### config.mk
export PLATFORM = sky130hd
export DESIGN_NAME = top_ej4
export DESIGN_NICKNAME = d
export VERILOG_FILES = /design/src/rtl/top_ej4.sv
export SDC_FILE = /design/constraint.sdc
export NUM_CORES = 1
export LEC_CHECK = 0
export ABC_CLOCK_PERIOD_IN_PS = 3980
export BUFFER_PORTS_ARGS = -buffer_cell sky130_fd_sc_hd__buf_4
export CAP_MARGIN = 40
export CORE_AREA = 2 2 61 63
export DETAILED_ROUTE_END_ITERATION = 10
export DIE_AREA = 0 0 63 65
export PLACE_DENSITY = 0.76
export SLEW_MARGIN = 20
export SYNTH_ARGS = -nofsm -noshare
export SYNTH_HDL_FRONTEND = slang
export SYNTH_SLANG_ARGS = --single-unit
### constraint.sdc
create_clock -name clock -period 3.98 [get_ports clock]
set_clock_uncertainty 0.15 [all_clocks]
set_input_delay 0.398 -clock clock [delete_from_list [all_inputs] [get_ports clock]]
set_output_delay 0.398 -clock clock [all_outputs]
set_load 0.02 [all_outputs]
### src/rtl/top_ej4.sv
// top_ej4: fixed-coefficient signed IIR filter, one sample per clock.
//   y[n] = x[n] - x[n-1] + x[n-2] + x[n-3] + y[n-1]/2 + y[n-2]/4
// The divisions are arithmetic right shifts, so they round toward -infinity.
// All arithmetic wraps modulo 2^NB_DATA; there is no saturation.
// The output is combinational from i_x and the delay line, with no clock latency.
`timescale 1ns/1ps
module top_ej4 #(
  parameter int NB_DATA = 8
) (
  input  logic                      clock,
  input  logic                      i_rst,
  input  logic signed [NB_DATA-1:0] i_x,
  output logic signed [NB_DATA-1:0] o_y
);

  // Delay line: past inputs and past outputs
  logic signed [NB_DATA-1:0] r_xm1;
  logic signed [NB_DATA-1:0] r_xm2;
  logic signed [NB_DATA-1:0] r_xm3;
  logic signed [NB_DATA-1:0] r_ym1;
  logic signed [NB_DATA-1:0] r_ym2;

  // Filter sum, truncated to NB_DATA bits (two's complement wrap)
  logic signed [NB_DATA-1:0] y_sum;

  // Filter equation; every operand is NB_DATA wide, so the sum wraps naturally
  always_comb begin
    y_sum = i_x - r_xm1 + r_xm2 + r_xm3 + (r_ym1 >>> 1) + (r_ym2 >>> 2);
  end

  // Output is forced to zero while reset is held, otherwise it follows the sum
  always_comb begin
    o_y = {NB_DATA{1'b0}};
    if (i_rst) begin
      o_y = {NB_DATA{1'b0}};
    end else begin
      o_y = y_sum;
    end
  end

  // Shift the delay line every clock; reset clears all history
  always_ff @(posedge clock) begin
    if (i_rst) begin
      r_xm1 <= {NB_DATA{1'b0}};
      r_xm2 <= {NB_DATA{1'b0}};
      r_xm3 <= {NB_DATA{1'b0}};
      r_ym1 <= {NB_DATA{1'b0}};
      r_ym2 <= {NB_DATA{1'b0}};
    end else begin
      r_xm1 <= i_x;
      r_xm2 <= r_xm1;
      r_xm3 <= r_xm2;
      r_ym1 <= y_sum;
      r_ym2 <= r_ym1;
    end
  end

endmodule

==> summary.txt, run 1 <==
Global route
  • Largest net degree at the start of global routing: 39
  • Vias in the first global route: between 1000 and 1500
  • Initial antenna violation count: 0
  • GRT Total Usage: 0.165
  • Gr ovfl total: 0
  • Global-route wire length before repair: 5.07 mm

Setup path
  • CP startpoint: r_xm3[2]
  • R2r startpoint: r_xm3[4]
  • Critical path fanouts, max: 2
  • Req. time, crit path: between 3 and 4 ns
  • Crit path capture type: output pin
  • Worst R2R Path Depth: 13
  • Worst Path Class, Setup: reg -> out
  • Critical Path, Cell by Cell: fa_1, fa_1, inv_1, fa_1, inv_2, ha_4, inv_2, fa_2, inv_2, a21o_1, a21oi_2, xor2_1, nor2_1, buf_4
  • Crit-path slowest cell: fa_1
  • Crit path launch type: flip-flop
  • Reg2Reg Setup Slack: approximately 0.66 ns
  • Worst Path Arrival: around 3.5 ns
  • Worst r2r dst: r_ym1[7]
  • CP Capture Point: o_y[6]
  • Worst path max stage delay: 0.54 ns

Placed design
  • Buffers on Ports: 17
  • Final GP Congestion: approximately 0.73
  • Dpl hpwl: between 2 and 2.5 mm
  • Post-place instance area: 2120 um^2
  • Pre-CTS setup slack: -0.00504 ns

Floorplanning
  • FP Rows: 22
  • Starting Density: 0.552
  • Die Wd: 63 um
  • Die Span Y: around 65 um
  • Top-Level Pins: 18
  • Die ar.: between 4000 and 5000 um^2
  • Core box area: 3500 um^2

Route
  • Antenna Nets Post-Route: 0
  • Vias: between 1000 and 1500
  • Post-Route WL: around 2.7 mm
  • Residual DRC: 0
  • Wire length per cell: approximately 11 um
  • Iter 0 DRT Violations: 19
  • Vias per inst: around 4.4
  • Drt pass-1 iters: 3

Final layout
  • Fin area: 2240 um^2
  • Area of the multi-input gates: ~1000 um^2
  • Layout cell share with drive strength beyond 1: 0.223
  • Area grow syn2layout: 16.1%
  • Antenna diodes: 0
  • Register Area: about 750 um^2
  • Fillers: ~280
  • Fin nets: approximately 250

Timing
  • Worst Setup Slack, final: -0.0862 ns
  • Max Slew Vio Count: 0
  • Crit path time final: 4.07 ns
  • Hold_ws: around 0.13 ns
  • Slew HR: 0.750
  • Final Hold Fails: 0
  • Setup violators final: 3
  • RSZ-0062 raised after global routing: yes
  • Final worst-path cycle share: 1.02
  • Max Clk Rate: ~0.25 GHz
  • Slew @ Worst Pin: approximately 0.38 ns

Clock tree
  • CTS Buffer Depth: 2
  • H-Tree Depth: 2
  • Hold bufs inserted after CTS: 0
  • Root Driver: clkbuf_4
  • Clock transition at the registers of the reported paths: roughly 0.10 ns
  • CTS tree: yes
  • Clock latency on the worst-skew pair: roughly 0.34 ns
  • TritonCTS Buffers: 5
  • Sink Count: 37

Synth
  • Top post-synthesis cells by count: inv_1 (50), dfxtp_1 (37), fa_1 (27)
  • Synth cell types: 15
  • Most area-consuming cells after synthesis: dfxtp_1 (38%), fa_1 (28%), inv_1 (9.7%)
  • Cell taking the most area after synthesis: dfxtp_1
  • Seq/Total Area, Yosys: 0.384
  • Synthesized flop and latch total: 37
  • Share of the synthesized area in the top cell type: 0.384
  • Post-synth top flop: dfxtp_1
  • Syn Nets: 226
  • Post-synthesis cell area: 1930 um^2
  • Cell count after synthesis: around 180
  • Syn Area/Cell: roughly 11 um^2
  • Ys async rst share: 0
  • Synth warn: 0
  • Most frequent cell after synthesis: inv_1
  • Number of synthesized flops with an enable pin: 0

Run status
  • Status: complete, but fails checks
  • Failing checks: setup timing

Hold path
  • Hold Crit Class: in -> reg

Job
  • Total of max-cap violations: 0
==> what timing repair did <==
item,in CTS,in global routing
pin swaps,11,6
setup endpoints to repair,4,5
buffers inserted,0,1
gates resized for setup,8,13
==> metal layers <==
metal / wire length, um / vias to the layer above / part of all wire / track usage
li1: - / 557 / - / -
met1: 1050 / 542 / 0.39 / 0.178
met2: 1460 / 15 / 0.54 / 0.291
met3: 105 / 7 / 0.039 / 0.0642
met4: 58 / 0 / 0.022 / 0.0667
met5: 0 / - / 0 / 0
==> layout by cell type (no fill, tap or decap), drive strengths merged, types with 3 or more instances in the layout <==
master,count
inv,50
dfxtp,37
fa,27
nor2,20
buf,20
nor2b,20
xnor2,7
clkbuf,7
ha,6
xor2,4
a21oi,3
==> final cells by class <==
class,instances,share of cell area
timing repair buffer,20,0.0670
sequential,37,0.333
inverter,50,0.0838
tap,48,0.0268
multi-input combinational,92,0.465
clock buffer,7,0.0246
==> critical path: cells and delay by family (launching register included) <==
kind | cells | cell delay (ns)
DFF | 1 | 0.34
adders and majority gates | 5 | 1.97
AOI/OAI and AO/OA | 2 | 0.18
and+or+nand+nor | 1 | 0.14
buffers and inverters | 5 | 0.38
xor gates and xnor gates | 1 | 0.15
==> registers in the layout (all words and copies together) (netlist names) <==
| name | count |
|---|---|
| r_ym1 | 7 |
| r_ym2 | 6 |
| r_xm1 | 8 |
| r_xm3 | 8 |
| r_xm2 | 8 |
==> worst min path at each step <==
stage	start	to	slack, ns	depth (start not counted)
3_3_place_gp	r_xm2[0]	r_xm3[0]	0.27	2
4_1_cts	i_x[7]	r_xm1[7]	0.13	2
5_1_grt	i_x[5]	r_xm1[5]	0.12	2
2_1_floorplan	r_xm2[0]	r_xm3[0]	0.27	2
3_5_place_dp	r_xm2[0]	r_xm3[0]	0.29	2
6_report	i_x[5]	r_xm1[5]	0.13	2
==> cell families after synthesis <==
family,count (synthesis),share of synthesized area
AOI/OAI and AO/OA,5,0.0227
xor gates and xnor gates,12,0.0616
adders and majority gates,33,0.319
buffers and inverters,54,0.105
DFF,37,0.384
and+or+nand+nor,42,0.108
==> stage by stage <==
step	std cells	util	setup TNS, ns
3_3_place_gp	246	0.606	0
3_5_place_dp	246	0.606	-0.00664
2_1_floorplan	183	-	0
5_1_grt	254	0.641	-0.913
6_report	254	0.641	-0.136
4_1_cts	253	0.626	-0.341
Power of run 1 is left out: the tool's default activity adds up to more than one toggle a clock period on the data nets, which glitch-free logic cannot reach.
==> inputs of run 2 (changes only) <==
ABC_AREA = 1   (was unset)
CORE_AREA = 2 2 62 64   (was 2 2 61 63)
DIE_AREA = 0 0 64 66   (was 0 0 63 65)
PLACE_DENSITY = 0.77   (was 0.76)
==> run 2 against run 1 <==
- the flow still finishes with violations (setup timing)
- largest cell class unchanged
- final cell count increased by 28%
- highest routed layer unchanged
- synthesized cell count increased by 28%
- routed wire length increased by 36%
- worst hold slack got worse by 0.0083 ns
- maximum frequency about the same
- critical path depth decreased by 1
- die area increased by 3.2%
==> summary.txt, run 2 <==
Timing
  • Slew @ Worst Pin: 0.388 ns
  • RSZ-0062 raised after global routing: yes
  • Slew HR: 0.741
  • Max Slew Vio Count: 0
  • Crit path time final: a little over 4 ns
  • Final worst-path cycle share: 1.02
  • Max Clk Rate: between 0.2 and 0.25 GHz
  • Final Hold Fails: 0
  • Setup violators final: 3
  • Worst Setup Slack, final: -0.0882 ns

Final layout
  • Largest registers: r_xm1: 8 flops, r_xm2: 8 flops, r_xm3: 8 flops
  • Commonest non-fill, non-tap cell in the layout: inv_1
  • Fin area: about 2600 um^2
  • Antenna diodes: 0
  • Fin nets: 320
  • Layout cell share with drive strength beyond 1: 0.341
  • Most frequent cells in the layout: inv_1 (60), buf_4 (39), nor2_1 (38)
  • Area grow syn2layout: 27.7%

Placed design
  • Final GP Congestion: about 0.8
  • Dpl hpwl: 2.27 mm
  • Buffers on Ports: 17
  • Post-place instance area: between 2000 and 2500 um^2

Setup path
  • Worst r2r dst: r_ym1[7]
  • Reg2Reg Setup Slack: 0.73 ns
  • Critical Path, Cell by Cell: fa_1, fa_1, inv_1, fa_1, inv_2, ha_4, inv_2, fa_2, o21bai_1, a21oi_1, xor2_1, nor2_1, buf_4
  • Worst Path Class, Setup: reg -> out
  • Most used cell, CP: fa_1
  • R2r startpoint: r_ym2[7]
  • Worst R2R Path Depth: 25
  • Crit-path slowest cell: fa_1
  • Crit path capture type: output pin
  • Worst path max stage delay: 0.54 ns
  • Critical path fanouts, max: 2
  • Worst Path Arrival: approximately 3.5 ns
  • CP Capture Point: o_y[6]
  • Crit path launch type: flip-flop
  • Req. time, crit path: about 3.4 ns
  • CP startpoint: r_xm3[2]

Route
  • Post-Route WL: ~3.6 mm
  • Residual DRC: 0
  • Vias per inst: about 4.5
  • Drt pass-1 iters: 4
  • Vias: 1458
  • Antenna Nets Post-Route: 0
  • Wire length per cell: between 10 and 15 um
  • Iter 0 DRT Violations: 55

Global route
  • Gr ovfl total: 0
  • GRT Total Usage: 0.203
  • Vias in the first global route: approximately 1600
  • Initial antenna violation count: 0
  • Largest net degree at the start of global routing: 38
  • Global-route wire length before repair: approximately 6.4 mm

Synth
  • Share of the synthesized area in the top cell type: 0.367
  • Cell taking the most area after synthesis: dfxtp_1
  • Syn Nets: between 200 and 300
  • Cell count after synthesis: around 230
  • Top post-synthesis cells by count: inv_1 (77), nor2_1 (39), dfxtp_1 (37)
  • Ys async rst share: 0
  • Synth cell types: 16
  • Most area-consuming cells after synthesis: dfxtp_1 (37%), fa_1 (27%), inv_1 (14%)
  • Post-synth top flop: dfxtp_1
  • Most frequent cell after synthesis: inv_1
  • Seq/Total Area, Yosys: 0.367
  • Synthesized flop and latch total: 37
  • Post-synthesis cell area: 2020 um^2
  • Number of synthesized flops with an enable pin: 0
  • Syn Area/Cell: roughly 8.6 um^2
  • Synth warn: 0

Floorplanning
  • Core box area: 3550 um^2
  • Die ar.: between 4000 and 5000 um^2
  • Starting Density: 0.568
  • Die Wd: between 60 and 70 um
  • Top-Level Pins: 18
  • Die Span Y: roughly 66 um
  • FP Rows: 22

Clock tree
  • Clock transition at the registers of the reported paths: about 0.1 ns
  • Clock latency on the worst-skew pair: about 0.34 ns
  • CTS Buffer Depth: 2
  • H-Tree Depth: 2
  • TritonCTS Buffers: 5
  • CTS tree: yes
  • Hold bufs inserted after CTS: 0
  • Sink Count: 37
  • Root Driver: clkbuf_4

Job
  • Total of max-cap violations: 0

Hold path
  • Hold Crit Class: in -> reg

Run status
  • Status: complete, but fails checks
  • Failing checks: setup timing
[run 2: cell count changes in the layout (fill, tap and decap cells not counted), moves of 4 or more]
cell / change
dfxtp_1: -5
buf_4: +19
inv_2: +9
nor2_1: +18
dfxtp_2: +4
nand2_1: +20
inv_1: +16
nor2b_1: -19
xnor2_1: -5
[run 2: worst min-delay path by stage]
stage                   from  depth (start not counted)  endpoint  slack (ns)
global route          i_x[2]                          3  r_xm1[2]        0.11
finish                i_x[4]                          3  r_xm1[4]        0.12
detailed placement  r_xm2[4]                          2  r_xm3[4]        0.28
global placement    r_xm1[0]                          2  r_xm2[0]        0.27
CTS                   i_x[5]                          3  r_xm1[5]        0.12
floorplan           r_xm1[0]                          2  r_xm2[0]        0.26
[run 2: per-layer routing]
| layer | part of all wire | track usage |
|---|---|---|
| met1 | 0.38 | 0.218 |
| met2 | 0.56 | 0.366 |
| met3 | 0.033 | 0.0460 |
| met4 | 0.024 | 0.114 |
| met5 | 0 | 0 |
[run 2: area by class of cell]
cell class | count | area [um^2]
Clock buffer | 5 | 37.5
Clock inverter | 1 | 5.00
Fill cell | 259 | 975
Inverter | 77 | 294
Multi-Input combinational cell | 116 | 1120
Sequential cell | 37 | 754
Tap cell | 48 | 60.1
Timing Repair Buffer | 40 | 304
[run 2: stage by stage]
stage / cells / setup TNS [ns] / hold slack [ns] / setup WS, ns / utilization
after global placement: 297 / -0.0420 / 0.265 / -0.0420 / 0.621
final: 324 / -0.176 / 0.125 / -0.0882 / 0.726
after detailed placement: 297 / -0.0746 / 0.277 / -0.0746 / 0.621
after CTS: 321 / -0.147 / 0.121 / -0.137 / 0.695
after floorplan: 234 / 0 / 0.257 / 0.185 / -
after global routing: 324 / -0.682 / 0.110 / -0.228 / 0.726
[run 2: critical path, delay by kind of cell (launching register included)]
kind / cells / cell delay [ns]
XOR/XNOR: 1 / 0.14
adder cells (fa/ha/maj): 5 / 1.97
AND/OR/NAND/NOR: 1 / 0.14
buffers and inverters: 4 / 0.34
flip-flops: 1 / 0.34
AO/OA/AOI/OAI: 2 / 0.25
[run 2: repair_timing]
action | CTS | global route
gates resized for setup | 28 | 32
hold endpoints to repair | 0 | 0
setup endpoints to repair | 5 | 5
buffers inserted | 19 | 3
pin swaps | 27 | 19
[run 2: logic make-up after synthesis]
kind of cell | after synthesis | share of synthesized area
compound gates | 10 | 0.0273
xor+xnor | 4 | 0.0174
fa+ha+maj | 33 | 0.305
buf+inv | 81 | 0.151
flops | 37 | 0.367
simple gates | 69 | 0.132
Power of run 2 is left out for the same reason.
